`src/rtl/spram_req_adapter_pkg.sv`:
```
// Shared types and strobe helpers for the single-port RAM request adapter.
// Optional build macro used by the adapter: SPRAM_REQ_ADAPTER_PIPE_EN.
package spram_req_adapter_pkg;

   typedef enum logic [1:0] {
      ST_IDLE    = 2'd0,
      ST_RD_DATA = 2'd1,
      ST_RMW     = 2'd2,
      ST_RESP    = 2'd3
   } state_t;

   localparam int MAX_STRB_W = 64;

   // Callers zero-extend their strobe to MAX_STRB_W and pass the real width.
   function automatic logic strb_full(input logic [MAX_STRB_W-1:0] wstrb, input int w);
      logic full;
      full = 1'b1;
      for (int i = 0; i < MAX_STRB_W; i++) begin
         if (i < w && !wstrb[i]) full = 1'b0;
      end
      return full;
   endfunction

   function automatic logic strb_zero(input logic [MAX_STRB_W-1:0] wstrb);
      return (wstrb == '0);
   endfunction

endpackage

```
`src/rtl/spram_byte_merge.sv`:
```
// Per-byte merge of new write data over the word read back from the RAM.
module spram_byte_merge #(
   parameter int DATA_WIDTH = 32
) (
   input  logic [DATA_WIDTH-1:0]   old_data,
   input  logic [DATA_WIDTH-1:0]   new_data,
   input  logic [DATA_WIDTH/8-1:0] strb,
   output logic [DATA_WIDTH-1:0]   merged
);

   always_comb begin
      merged = old_data;
      for (int i = 0; i < DATA_WIDTH/8; i++) begin
         if (strb[i]) merged[i*8 +: 8] = new_data[i*8 +: 8];
      end
   end

endmodule

```
`src/rtl/spram_req_adapter.sv`:
```
// Valid/ready request port to single-port RAM bridge with read-modify-write byte strobes.
// Build macro SPRAM_REQ_ADAPTER_PIPE_EN lets a new request enter as a response completes.
//
// state    | meaning
// ---------+-----------------------------------------------------------
// IDLE     | no request outstanding, ready to accept
// RD_DATA  | RAM Q valid this cycle, passed straight to resp_rdata
// RMW      | RAM Q valid, merged with latched write data and written back
// RESP     | response held in hold register until consumer takes it
module spram_req_adapter
   import spram_req_adapter_pkg::*;
#(
   parameter int DATA_WIDTH = 32,
   parameter int DEPTH      = 1024,
   localparam int ADDR_W    = $clog2(DEPTH),
   localparam int STRB_W    = DATA_WIDTH/8
) (
   input  logic                  CLK,
   input  logic                  RST,
   input  logic                  req_valid,
   output logic                  req_ready,
   input  logic                  req_wen,
   input  logic [ADDR_W-1:0]     req_addr,
   input  logic [DATA_WIDTH-1:0] req_wdata,
   input  logic [STRB_W-1:0]     req_wstrb,
   output logic                  resp_valid,
   input  logic                  resp_ready,
   output logic [DATA_WIDTH-1:0] resp_rdata,
   output logic                  sram_cen,
   output logic                  sram_wen,
   output logic [ADDR_W-1:0]     sram_a,
   output logic [DATA_WIDTH-1:0] sram_d,
   input  logic [DATA_WIDTH-1:0] sram_q
);

   state_t                  state;
   logic [DATA_WIDTH-1:0]   hold;
   logic [ADDR_W-1:0]       lat_addr;
   logic [DATA_WIDTH-1:0]   lat_wdata;
   logic [STRB_W-1:0]       lat_wstrb;
   logic [DATA_WIDTH-1:0]   merged;
   logic                    accept;
   logic                    is_full;
   logic                    is_zero;

   assign is_full = strb_full(MAX_STRB_W'(req_wstrb), STRB_W);
   assign is_zero = strb_zero(MAX_STRB_W'(req_wstrb));

   spram_byte_merge #(.DATA_WIDTH(DATA_WIDTH)) u_merge (
      .old_data (sram_q),
      .new_data (lat_wdata),
      .strb     (lat_wstrb),
      .merged   (merged)
   );

   always_comb begin
      req_ready = 1'b0;
      if (!RST) begin
         if (state == ST_IDLE) begin
            req_ready = 1'b1;
         end
`ifdef SPRAM_REQ_ADAPTER_PIPE_EN
         else if ((state == ST_RD_DATA || state == ST_RESP) && resp_ready) begin
            req_ready = 1'b1;
         end
`endif
      end
   end

   assign accept = req_valid && req_ready;

   // A partial write starts as a plain read; the merged write follows in RMW.
   always_comb begin
      sram_cen = 1'b1;
      sram_wen = 1'b1;
      sram_a   = '0;
      sram_d   = '0;
      if (state == ST_RMW) begin
         sram_cen = 1'b0;
         sram_wen = 1'b0;
         sram_a   = lat_addr;
         sram_d   = merged;
      end else if (accept) begin
         if (!req_wen) begin
            sram_cen = 1'b0;
            sram_a   = req_addr;
         end else if (is_full) begin
            sram_cen = 1'b0;
            sram_wen = 1'b0;
            sram_a   = req_addr;
            sram_d   = req_wdata;
         end else if (!is_zero) begin
            sram_cen = 1'b0;
            sram_a   = req_addr;
         end
      end
   end

   assign resp_valid = (state == ST_RD_DATA) || (state == ST_RESP);

   always_comb begin
      resp_rdata = '0;
      if (state == ST_RD_DATA) resp_rdata = sram_q;
      else if (state == ST_RESP) resp_rdata = hold;
   end

   always_ff @(posedge CLK or posedge RST) begin
      if (RST) begin
         state     <= ST_IDLE;
         hold      <= '0;
         lat_addr  <= '0;
         lat_wdata <= '0;
         lat_wstrb <= '0;
      end else if (accept) begin
         lat_addr  <= req_addr;
         lat_wdata <= req_wdata;
         lat_wstrb <= req_wstrb;
         hold      <= '0;
         if (!req_wen)                  state <= ST_RD_DATA;
         else if (!is_full && !is_zero) state <= ST_RMW;
         else                           state <= ST_RESP;
      end else begin
         case (state)
            ST_RD_DATA: begin
               if (resp_ready) begin
                  state <= ST_IDLE;
               end else begin
                  hold  <= sram_q;
                  state <= ST_RESP;
               end
            end
            ST_RMW: begin
               hold  <= '0;
               state <= ST_RESP;
            end
            ST_RESP: begin
               if (resp_ready) state <= ST_IDLE;
            end
            default: state <= ST_IDLE;
         endcase
      end
   end

endmodule

```
`config.mk`:
```
export PLATFORM = sky130hd
export DESIGN_NAME = spram_req_adapter
export DESIGN_NICKNAME = d
export VERILOG_FILES = /design/src/rtl/spram_req_adapter_pkg.sv /design/src/rtl/spram_byte_merge.sv /design/src/rtl/spram_req_adapter.sv
export SDC_FILE = /design/constraint.sdc
export NUM_CORES = 1
export LEC_CHECK = 0
export BUFFER_PORTS_ARGS = -buffer_cell sky130_fd_sc_hd__buf_2
export CELL_PAD_IN_SITES_DETAIL_PLACEMENT = 0
export CELL_PAD_IN_SITES_GLOBAL_PLACEMENT = 2
export CORE_MARGIN = 3
export CORE_UTILIZATION = 30
export DETAILED_ROUTE_END_ITERATION = 16
export GPL_ROUTABILITY_DRIVEN = 0
export PLACE_DENSITY = 0.88
export SKIP_CTS_REPAIR_TIMING = 1
export SYNTH_ARGS = -nofsm -noshare
export SYNTH_HDL_FRONTEND = slang
export SYNTH_SLANG_ARGS = --single-unit
```
`constraint.sdc`:
```
create_clock -name CLK -period 3.8 [get_ports CLK]
set_clock_uncertainty 0.1 [all_clocks]
set_input_delay 1.14 -clock CLK [delete_from_list [all_inputs] [get_ports CLK]]
set_output_delay 1.14 -clock CLK [all_outputs]
set_load 0.05 [all_outputs]
```
Word-level counts from Yosys, hierarchy flattened
Index checks and enable logic that the tools add are counted.
{"block": "classes", "n_mux": 39, "eq_ne": 5, "reduce_logical": 9}
{"cell": "$mux 32", "n": 8}
{"cell": "$pmux 32 s2", "n": 1}
{"cell": "$mux 10", "n": 5}
{"cell": "$mux 8", "n": 4}
{"cell": "$mux 1", "n": 16}
{"cell": "$mux 2", "n": 4}
{"cell": "$ne 3x3->1 const B", "n": 2}
{"cell": "$pmux 2 s3", "n": 1}
{"cell": "$eq 2x2->1 const B", "n": 2}
{"cell": "$logic_not 4->1", "n": 1}
{"cell": "$reduce_bool 3->1", "n": 1}
{"cell": "$eq 2x1->1 const B", "n": 1}
{"cell": "$logic_and 1x1->1", "n": 2}
{"cell": "$logic_not 1->1", "n": 2}
{"cell": "$logic_not 2->1", "n": 1}
{"cell": "$reduce_and 2->1", "n": 1}
{"cell": "$logic_or 1x1->1", "n": 1}
{"block": "word_totals", "regBits": 80, "output_inout_bits": 78, "word_cells": 58}

Longest topological paths before layout
{"block": "logic_depth", "ltp_word": 9, "ltp_mapped": 8}

By module
A second synthesis with hierarchy kept.
{"block": "hier_totals", "cells_unflattened": 459, "area_unflattened_um2": 4546.9}
{"mod": "spram_req_adapter", "seq_area_each_um2": 2001.9, "area_per_inst_um2": 4021.4, "instances": 1, "cells_per_inst": 423}
{"mod": "spram_byte_merge", "seq_area_each_um2": 0.0, "area_per_inst_um2": 525.5, "instances": 1, "cells_per_inst": 36}

Worst setup path after synthesis
No wires, ideal clock.
{"block": "synth_timing", "path_type": "input to output", "from": "input port RST", "to": "output port sram_a[9]", "slack_ns": -0.364, "cell_stages": 5, "t_required_ns": 2.560, "t_arrival_ns": 2.924, "path_buffers": 2, "cell_sequence": "and3b_1 -> buf_6 -> buf_2 -> nand2_1 -> o31ai_1"}
{"block": "synth_via", "elab_chain_len": 4}
{"element": "from (decl)", "line_no": "spram_req_adapter.sv:19", "rtl": "input logic RST,"}
{"element": "$mux 1", "line_no": "spram_req_adapter.sv:58", "rtl": "if (!RST) begin"}
{"element": "$logic_and 1x1->1", "line_no": "spram_req_adapter.sv:70", "rtl": "assign accept = req_valid && req_ready;"}
{"element": "$mux 10", "line_no": "spram_req_adapter.sv:83", "rtl": "end else if (accept) begin"}
{"element": "$mux 10", "line_no": "spram_req_adapter.sv:78", "rtl": "if (state == ST_RMW) begin"}
{"element": "to (decl)", "line_no": "spram_req_adapter.sv:31", "rtl": "output logic [ADDR_W-1:0] sram_a,"}
No other way between the ends.

Worst setup path in the final report
{"block": "layout_timing", "from": "input port RST", "to": "output port sram_a[2]"}
The elaborated chain is that of the path after synthesis.

==> impl_metrics.ini <==
[die]
core_area_sq_um = 14860
dieArea_sq_um = 17110
pin_count = 161
dieWidth_microns = 130.8
start_util = 0.3143
die_h_microns = 130.8
fp-row-count = 44

[placed_design]
io_buffers = 160
hpwl_mm = 10.29

[detailed_routing]
drc_errors = 0
finalWirelength_mm = 14.53
antenna_left = 0
post_drt_via_cell_ratio = 5.285
avgRoutedWirePerCell_microns = 17.44
drt_iter0_drc = 234
via_count = 4402
first_pass_iters = 6

[setup_path]
worstPathMaxFanout = 10
reg2reg_depth = 7
path_class = in -> out
cp.arrival_ps = 2400
cp_cell_sequence = buf_2, and3b_4, buf_4, nand2_1, o31ai_2, buf_2
worst_path_largest_cell_delay_ps = 410
worstPathRequired_ps = 2560
r2r_start = state[1]$_DFFE_PP0P_
endpoint_kind = output pin
cpMostUsedCell = buf_2
start_kind = input port
crit_slowest_cell = and3b_4
r2r_end = hold[2]$_DFFE_PP0P_
rrSetupSlack_ps = 930

[synth]
yosys.area.top_type_share = 0.4285
synth_fp_nets = 590
yosysWarnings = 0
yosysMostFrequentCell = nand2_1
synth_area_leaders = dfrtp_1 (43%), nand2_1 (14%), mux2_2 (7.7%)
synth.distinct_cells = 30
yosysTopAreaCell = dfrtp_1
syn_area_sq_um = 4672
synth_cells = 503
ys_ff_latch = 80
synth_ff_type = dfrtp_1
seq_area_frac_synth = 0.4285
netlist_top_cells_count = nand2_1 (170), dfrtp_1 (80)
synth_edf_count = 0
postSynthAreaPerCell_sq_um = 9.288
async_flop_share = 1.000

[power]
p_int_mw = 2.666
combPwrFrac = 0.510
p_leak_nw = 3.255
sequentialPowerShare = 0.302
ir_worst_vdd_v = 0.0003079
switchingPower_mw = 2.322
clkPwrFrac = 0.188
power_density_nw_per_um2 = 826.9
sw_frac_of_total = 0.4655

[sta]
slew_viol_final = 0
setup_violations = 0
rsz0062_at_grt = false
finalCriticalPeriod_ps = 3638
fmax_ghz = 0.2748
relSlewSlack = 0.4072
whs_ps = 367.3
worstMarginPinSlew_ps = 889.2
fin_crit_sh = 0.9575
hold_viol_final = 0
tns_ps = 0

[global_routing]
antenna_found_initial = 1
grt.total_usage = 0.1688
grt_max_degree = 58
grt_pass1_wl_mm = 22.78
grt-ovfl-total = 0
grt_pass1_vias = 4419

[worst_hold_path]
min_path_cells = 2
min-delay-start = lat_wdata[15]$_DFFE_PP0P_
holdCritPathClass = reg -> reg
hold-path-endpoint = lat_wdata[15]$_DFFE_PP0P_

[clock_tree]
clk_pin_slew_ps = 50
ctsHtreeMaxLevel = 3
root_buffer = clkbuf_16
cts-buffers-inserted = 9
worstSkewPairLatency_ps = 320
cts.sinks = 80
clockBufferDepth = 2
cts_tree = built

[finish]
fin_util = 0.4058
diodes = 0
final_nets = 732
area_delta_synth_final_pct = 29.11
drive_gt1_frac = 0.3790

[run]
cap_violations = 0

[outcome]
outcome = finished, final reports clean
-- worst max-delay path: cells and delay by family --
kind	cells	cell delay, ps
AOI/OAI and AO/OA	1	170
buffers and inverters	3	590
and+or+nand+nor	2	490
-- power groups by stage --
stage	clock (mW)	combinational (mW)	sequential, mW
2_1_floorplan	0	2.07	1.39
4_1_cts	0.963	2.57	1.51
5_1_grt	1.00	2.74	1.56
3_5_place_dp	0	2.56	1.51
6_report	0.939	2.54	1.51
3_3_place_gp	0	2.53	1.49
-- layout by cell type (no fill, tap or decap), types with 2 or more instances in the layout --
cell | Yosys | final
a21o_1 | 32 | 32
a21oi_1 | 6 | 6
a22o_1 | 21 | 21
a32o_1 | 32 | 32
buf_12 | 0 | 4
buf_2 | 20 | 160
buf_4 | 0 | 17
bufinv_16 | 0 | 2
clkbuf_16 | 0 | 9
clkbuf_8 | 0 | 2
clkinv_2 | 0 | 2
dfrtp_1 | 80 | 80
ha_1 | 4 | 2
inv_1 | 4 | 3
mux2_2 | 32 | 32
nand2_1 | 170 | 170
nor2_1 | 4 | 3
nor2b_1 | 3 | 3
nor4b_1 | 32 | 32
o21ai_0 | 11 | 11
o31ai_2 | 0 | 10
-- cells by family (layout without fill, tap and decap cells) --
kind of cell | count (synthesis) | after routing | share of synthesized area
AND/OR/NAND/NOR | 220 | 220 | 0.2266
AO/OA/AOI/OAI | 113 | 113 | 0.1955
flip-flops | 80 | 80 | 0.4285
buffers and inverters | 54 | 200 | 0.06160
multiplexers | 32 | 32 | 0.07713
adder cells (fa/ha/maj) | 4 | 4 | 0.01071
-- layout make-up --
class / count / area, sq um
tap: 184 / 230.2
fill: 1542 / 8832
sequential: 80 / 2002
inverter: 4 / 16.27
timing repair buffer: 181 / 1008
multi-input combinational: 369 / 2454
clock buffer: 12 / 256.5
clock inverter: 3 / 65.06
-- stage by stage --
stage	power (mW)	instances	instance area, sq um	worst slack (ps)
after CTS	5.036	833	6032	144.0
final	4.988	833	6032	161.5
after detailed placement	4.073	818	5710	155.0
after global placement	4.026	818	5710	170.6
after global routing	5.304	833	6032	79.02
after floorplan	3.460	503	4722	54.97
-- state kept, by name, indices dropped and copies added (netlist names) --
signal and count:
hold 32, lat_addr 10, lat_wdata 32, lat_wstrb 4
state 2
-- how the worst max path moves through the flow --
stage / start / end / slack (ps) / cells past startpoint
after floorplan: RST / sram_a[9] / 50 / 5
after global placement: RST / sram_d[31] / 170 / 5
after detailed placement: RST / sram_d[23] / 150 / 5
after CTS: RST / sram_d[23] / 140 / 5
after global routing: RST / sram_a[2] / 80 / 6
final: RST / sram_a[2] / 160 / 6
-- routing by layer --
metal,track usage,vias to the layer above,share of wire
li1,-,2070,-
met1,0.2386,2148,0.46
met2,0.2597,168,0.45
met3,0.03780,14,0.066
met4,0.04961,2,0.015
met5,0,-,0.00062
(Power assumes the default switching activity.)
